File: config.mk
export PLATFORM = sky130hd
export DESIGN_NAME = serv_lsu
export DESIGN_NICKNAME = d
export VERILOG_FILES = /design/src/rtl/serv_lsu_pkg.sv /design/src/rtl/serv_lsu_align.sv /design/src/rtl/serv_lsu.sv
export SDC_FILE = /design/constraint.sdc
export NUM_CORES = 1
export LEC_CHECK = 0
export CAP_MARGIN = 25
export CORE_MARGIN = 2
export CORE_UTILIZATION = 45
export DETAILED_ROUTE_END_ITERATION = 7
export GPL_ROUTABILITY_DRIVEN = 0
export PLACE_DENSITY = 0.74
export SLEW_MARGIN = 20
export SYNTH_ARGS = -nofsm -noshare
export SYNTH_HDL_FRONTEND = slang
export SYNTH_HIERARCHICAL = 1
export SYNTH_SLANG_ARGS = --single-unit
File: constraint.sdc
create_clock -name i_clk -period 4.1 [get_ports i_clk]
set_clock_uncertainty 0.05 [all_clocks]
set_input_delay 0.82 -clock i_clk [delete_from_list [all_inputs] [get_ports i_clk]]
set_output_delay 0.82 -clock i_clk [all_outputs]
set_load 0.005 [all_outputs]
File: src/rtl/serv_lsu_pkg.sv
// Shared encodings and helpers for the serial load/store unit.
package serv_lsu_pkg;

  localparam logic [1:0] SZ_BYTE = 2'b00;
  localparam logic [1:0] SZ_HALF = 2'b01;
  localparam logic [1:0] SZ_WORD = 2'b10;

  typedef enum logic {S_IDLE, S_BUS} state_e;

  // Folds the reserved size 11 into a word access.
  function automatic logic [1:0] lsu_size(input logic [1:0] funct3_size);
    lsu_size = (funct3_size == 2'b11) ? SZ_WORD : funct3_size;
  endfunction

  function automatic logic [3:0] lsu_sel(input logic [1:0] size, input logic [1:0] lsb);
    case (size)
      SZ_BYTE: lsu_sel = 4'b0001 << lsb;
      SZ_HALF: lsu_sel = lsb[1] ? 4'b1100 : 4'b0011;
      default: lsu_sel = 4'b1111;
    endcase
  endfunction

  function automatic logic lsu_misaligned(input logic [1:0] size, input logic [1:0] lsb);
    lsu_misaligned = ((size == SZ_HALF) && lsb[0]) || ((size == SZ_WORD) && (lsb != 2'b00));
  endfunction

endpackage

File: src/rtl/serv_lsu_align.sv
// Shifts the bus read word down to the addressed lane and sign/zero-extends it.
module serv_lsu_align
  import serv_lsu_pkg::*;
(
  input  logic [31:0] rdt_i,
  input  logic [1:0]  lsb_i,
  input  logic [1:0]  size_i,
  input  logic        sign_i,
  output logic [31:0] data_o
);

  logic [31:0] lane;

  always_comb begin
    lane = rdt_i >> {lsb_i, 3'b000};
    case (size_i)
      SZ_BYTE: data_o = {{24{sign_i & lane[7]}}, lane[7:0]};
      SZ_HALF: data_o = {{16{sign_i & lane[15]}}, lane[15:0]};
      default: data_o = lane;
    endcase
  end

endmodule

File: src/rtl/serv_lsu.sv
// Serial load/store unit: shifts store data in, runs one data-bus cycle, shifts load data out.
module serv_lsu
  import serv_lsu_pkg::*;
#(
  parameter int unsigned W = 1,
  parameter int unsigned B = W - 1
) (
  input  logic        i_clk,
  input  logic        i_rst,
  input  logic [31:0] i_adr,
  input  logic [1:0]  i_lsb,
  input  logic [2:0]  i_funct3,
  input  logic        i_we,
  input  logic        i_req,
  output logic        o_busy,
  output logic        o_done,
  output logic        o_misalign,
  input  logic        i_rs2_en,
  input  logic [B:0]  i_rs2,
  input  logic        i_rd_en,
  output logic [B:0]  o_rd,
  output logic [31:0] o_dbus_adr,
  output logic [31:0] o_dbus_dat,
  output logic [3:0]  o_dbus_sel,
  output logic        o_dbus_we,
  output logic        o_dbus_cyc,
  input  logic [31:0] i_dbus_rdt,
  input  logic        i_dbus_ack
);

  state_e      state_q, state_d;
  logic [31:0] adr_q, adr_d;
  logic        we_q, we_d;
  logic [3:0]  sel_q, sel_d;
  logic [1:0]  size_q, size_d;
  logic        sign_q, sign_d;
  logic [1:0]  lsb_q, lsb_d;
  logic [31:0] sdat_q, sdat_d;
  logic [31:0] ldat_q, ldat_d;
  logic        done_q, done_d;
  logic        misalign_q, misalign_d;

  logic [1:0]  req_size;
  logic [31:0] ld_word;
  logic        unused_adr;

  assign unused_adr = ^i_adr[1:0];
  assign req_size   = lsu_size(i_funct3[1:0]);

  serv_lsu_align u_align (
    .rdt_i  (i_dbus_rdt),
    .lsb_i  (lsb_q),
    .size_i (size_q),
    .sign_i (sign_q),
    .data_o (ld_word)
  );

  always_comb begin
    state_d    = state_q;
    adr_d      = adr_q;
    we_d       = we_q;
    sel_d      = sel_q;
    size_d     = size_q;
    sign_d     = sign_q;
    lsb_d      = lsb_q;
    sdat_d     = sdat_q;
    ldat_d     = ldat_q;
    done_d     = 1'b0;
    misalign_d = 1'b0;
    case (state_q)
      S_IDLE: begin
        if (i_rs2_en) sdat_d = {i_rs2, sdat_q[31:W]};
        if (i_rd_en)  ldat_d = {{W{1'b0}}, ldat_q[31:W]};
        if (i_req) begin
          if (lsu_misaligned(req_size, i_lsb)) begin
            done_d     = 1'b1;
            misalign_d = 1'b1;
          end else begin
            state_d = S_BUS;
            adr_d   = {i_adr[31:2], 2'b00};
            we_d    = i_we;
            sel_d   = lsu_sel(req_size, i_lsb);
            size_d  = req_size;
            sign_d  = ~i_funct3[2];
            lsb_d   = i_lsb;
          end
        end
      end
      S_BUS: begin
        // Shift enables are ignored here, so a capture always wins over i_rd_en.
        if (i_dbus_ack) begin
          state_d = S_IDLE;
          done_d  = 1'b1;
          if (!we_q) ldat_d = ld_word;
        end
      end
      default: state_d = S_IDLE;
    endcase
  end

  always_ff @(posedge i_clk or posedge i_rst) begin
    if (i_rst) begin
      state_q    <= S_IDLE;
      adr_q      <= '0;
      we_q       <= 1'b0;
      sel_q      <= '0;
      size_q     <= '0;
      sign_q     <= 1'b0;
      lsb_q      <= '0;
      sdat_q     <= '0;
      ldat_q     <= '0;
      done_q     <= 1'b0;
      misalign_q <= 1'b0;
    end else begin
      state_q    <= state_d;
      adr_q      <= adr_d;
      we_q       <= we_d;
      sel_q      <= sel_d;
      size_q     <= size_d;
      sign_q     <= sign_d;
      lsb_q      <= lsb_d;
      sdat_q     <= sdat_d;
      ldat_q     <= ldat_d;
      done_q     <= done_d;
      misalign_q <= misalign_d;
    end
  end

  always_comb begin
    case (size_q)
      SZ_BYTE: o_dbus_dat = {4{sdat_q[7:0]}};
      SZ_HALF: o_dbus_dat = {2{sdat_q[15:0]}};
      default: o_dbus_dat = sdat_q;
    endcase
  end

  assign o_busy     = (state_q == S_BUS);
  assign o_dbus_cyc = (state_q == S_BUS);
  assign o_dbus_we  = we_q & o_dbus_cyc;
  assign o_dbus_adr = adr_q;
  assign o_dbus_sel = sel_q;
  assign o_done     = done_q;
  assign o_misalign = misalign_q;
  assign o_rd       = i_rd_en ? ldat_q[B:0] : '0;

endmodule

==> results.yml <==
status:
  status: "finished clean"
synthesis:
  synth_top_area_frac: 0.455
  yosysUniqueCellTypes: 47
  netlist_instances: 463
  ys_async_sr_fraction: 1.00
  synth.mux.area_fraction: 0.335
  synth_top_family_by_area: "multiplexers"
  synth-edff-count: 0
  synth_fa_ha_area_frac: 0
  avgSynthCellArea_um2: 12.7
  ys_seq_area_frac: 0.455
  synthSimpleGateAreaFrac: 0.0550
  yosysTopAreaCell: "dfrtp_1"
  synth.most_common_cell: "mux2_2"
  ys_top_cells_by_area: "dfrtp_1 (45%), mux2_2 (21%), mux2_4 (7.4%)"
  ys.warnings.count: 6
  synth_area_um2: 5890
  synthXorXnorAreaFrac: 0.00298
  postSynthRegisterBits: 107
  synth.top_cells.by_count: "mux2_2 (111), dfrtp_1 (107), mux2_4 (29)"
  synth_compound_area_frac: 0.0980
  synth_flop_cell: "dfrtp_1"
placement:
  place_inst: 747
  dp_hpwl_mm: 9.31
  portBuffers: 146
  pre_cts_ws_ns: 0.925
  placed_area_um2: 7340
critical_path:
  critical_path_arrival_ns: 2.32
  cp_slowest_cell: "dfrtp_1"
  max_stage_delay_ns: 0.64
  end_kind: "output port"
  worstSetupPathType: "flip-flop to output port"
  crit_chain: "nor2_2, mux2_2, clkdlybuf4s50_1"
  cp.required_ns: 3.23
  crit_fanout: 15
  crit_family: "flip-flops"
  startpoint_type: "flip-flop"
  crit_buf_inv: 1
detailed_routing:
  viasPerCell: 5.24
  wire_per_inst_um: 17.3
  dr.pass1.iters: 4
  vias: 3999
  drc: 0
  wl_mm: 13.2
  drt_iter0_drc: 251
  drtAntennaViolNets: 0
global_routing:
  antenna_found_initial: 0
  gr-total-overflow: 0
  grt_pass1_wl_mm: 21.5
  grt_pass1_vias: 4143
  track_usage: 0.190
  grt_max_degree: 67
power:
  p_int_mw: 2.86
  switchingPower_mw: 1.17
  power_frac_comb: 0.390
  switching_share: 0.290
  p_total_mw: 4.03
  p_clk_frac: 0.203
  p_per_area_nw_per_um2: 527
  seqPwrFrac: 0.408
  p_leak_nw: 3.33
  ir_drop_v: 0.000278
clock_tree:
  post_cts_buffers: 0
  numCtsBuffers: 9
  cts_sinks: 107
  cts_resized: 0
  h-tree-depth: 3
  cts.path.max_buffers: 2
  clk_latency_ns: 0.34
  hold_buffers: 0
  clkTransAtPathRegs_ns: 0.07
  cts_root_buf: "clkbuf_16"
  cts_tree: "built"
timing:
  maxSlewViolCount: 0
  finalCritPeriodShare: 0.777
  hold_violations: 0
  maxSlewHeadroom: 0.453
  totalNegativeSetupSlack_ns: 0
  fin_crit_ns: 3.19
  setup_ws_ns: 0.913
  setup_viol: 0
  rsz0062_at_grt: "no"
  hold_slack_ns: 0.438
  max_freq_mhz: 314
  worst_slew_pin_slew_ns: 0.821
floorplanning:
  placementRows: 41
  die_x_um: 118
  ios: 151
  start_util: 0.465
  die-area_um2: 14000
  die_h_um: 118
  core_um2: 12700
final_layout:
  nets: 664
  layout-drive-gt1-share: 0.306
  seq_area_um2: 2680
  n_antenna_cell: 0
  multi_input_area_um2: 2900
  final_area_um2: 7630
  area_growth_pct: 29.7
  instances_no_fill: 763
  final_util: 0.603
  filler_cell_count: 1037
job:
  maxCapViolations: 0
min_path:
  hold_class: "flip-flop to flip-flop"
==> worst paths after layout <==
kind | startpoint | to | slack, ns | cells past startpoint
min reg2reg | o_dbus_sel[0] | o_dbus_sel[0] | 0.44 | 1
max in group asynchronous | i_rst | o_dbus_adr[16] | 2.22 | 3
min | o_dbus_sel[0] | o_dbus_sel[0] | 0.44 | 1
max reg2reg | lsb_q[1] | ldat_q[17] | 1.50 | 6
max | size_q[0] | o_dbus_dat[10] | 0.91 | 3
min in group asynchronous | i_rst | o_dbus_adr[9] | 0.95 | 2
==> power by group through the flow <==
| stage | clock, mW | combinational, mW | sequential, mW |
|---|---|---|---|
| after floorplan | 0 | 1.01 | 1.58 |
| after global placement | 0 | 1.52 | 1.65 |
| after detailed placement | 0 | 1.55 | 1.67 |
| after CTS | 0.840 | 1.56 | 1.66 |
| after global routing | 0.884 | 1.70 | 1.70 |
| final | 0.816 | 1.57 | 1.64 |
==> per-layer routing <==
metal	part of all wire	GRT usage	vias up
met5	0	0	-
met4	0.010	0.0439	0
met3	0.076	0.0637	13
met2	0.46	0.302	132
met1	0.45	0.253	1940
li1	-	-	1914
==> cells by family (layout without fill, tap and decap cells) <==
group                     count (synthesis)  after routing
other                                     1              2
buffers and inverters                    50            177
xor gates and xnor gates                  2              2
muxes                                   168            168
and+or+nand+nor                          55             55
DFF                                     107            107
AOI/OAI and AO/OA                        80             80
==> flip-flops by register name (all words and copies together), names as in the netlist <==
| name | count |
|---|---|
| we_q | 1 |
| ldat_q | 32 |
| o_dbus_sel | 4 |
| o_misalign | 1 |
| sdat_q | 32 |
| o_dbus_adr | 30 |
| lsb_q | 2 |
| size_q | 2 |
| o_busy | 1 |
| o_done | 1 |
| sign_q | 1 |
==> cells in the final DEF (no fill, tap or decap), types with 2 or more instances in the layout <==
cell,n
o21ai_0,15
xor2_1,2
nor2b_1,9
clkdlybuf4s50_1,146
clkbuf_16,9
mux2_4,29
a21boi_0,8
clkbuf_8,2
o2bb2ai_1,8
a221o_1,2
dfrtp_1,107
nand2b_1,5
or2_1,2
or2_2,7
o22ai_1,6
conb_1,2
o22ai_2,2
buf_4,8
nand3b_1,2
nand2_1,15
mux2i_1,26
nor2_2,2
o21a_1,2
a22o_1,2
a21oi_1,18
and2_1,3
nor2_1,4
mux2_2,111
nor4b_1,2
a21o_1,2
a211oi_1,8
clkinvlp_4,2
inv_1,6
==> area by class of cell <==
type                    instances  area share
multi-input cells             307       0.379
repair buffers                155       0.201
clock inverters                 3     0.00311
clock buffers                  12      0.0336
inverters                       7     0.00377
well taps                     172      0.0282
flip-flops and latches        107       0.351
==> worst reg2reg max path, stage by stage, from the launching register on <==
cell,delay (ns)
dfrtp_1,0.55
buf_8,0.24
mux2i_2,0.37
and2_1,0.53
o22ai_1,0.20
mux2_2,0.28
mux2_2,0.26
(Power assumes the default switching activity.)
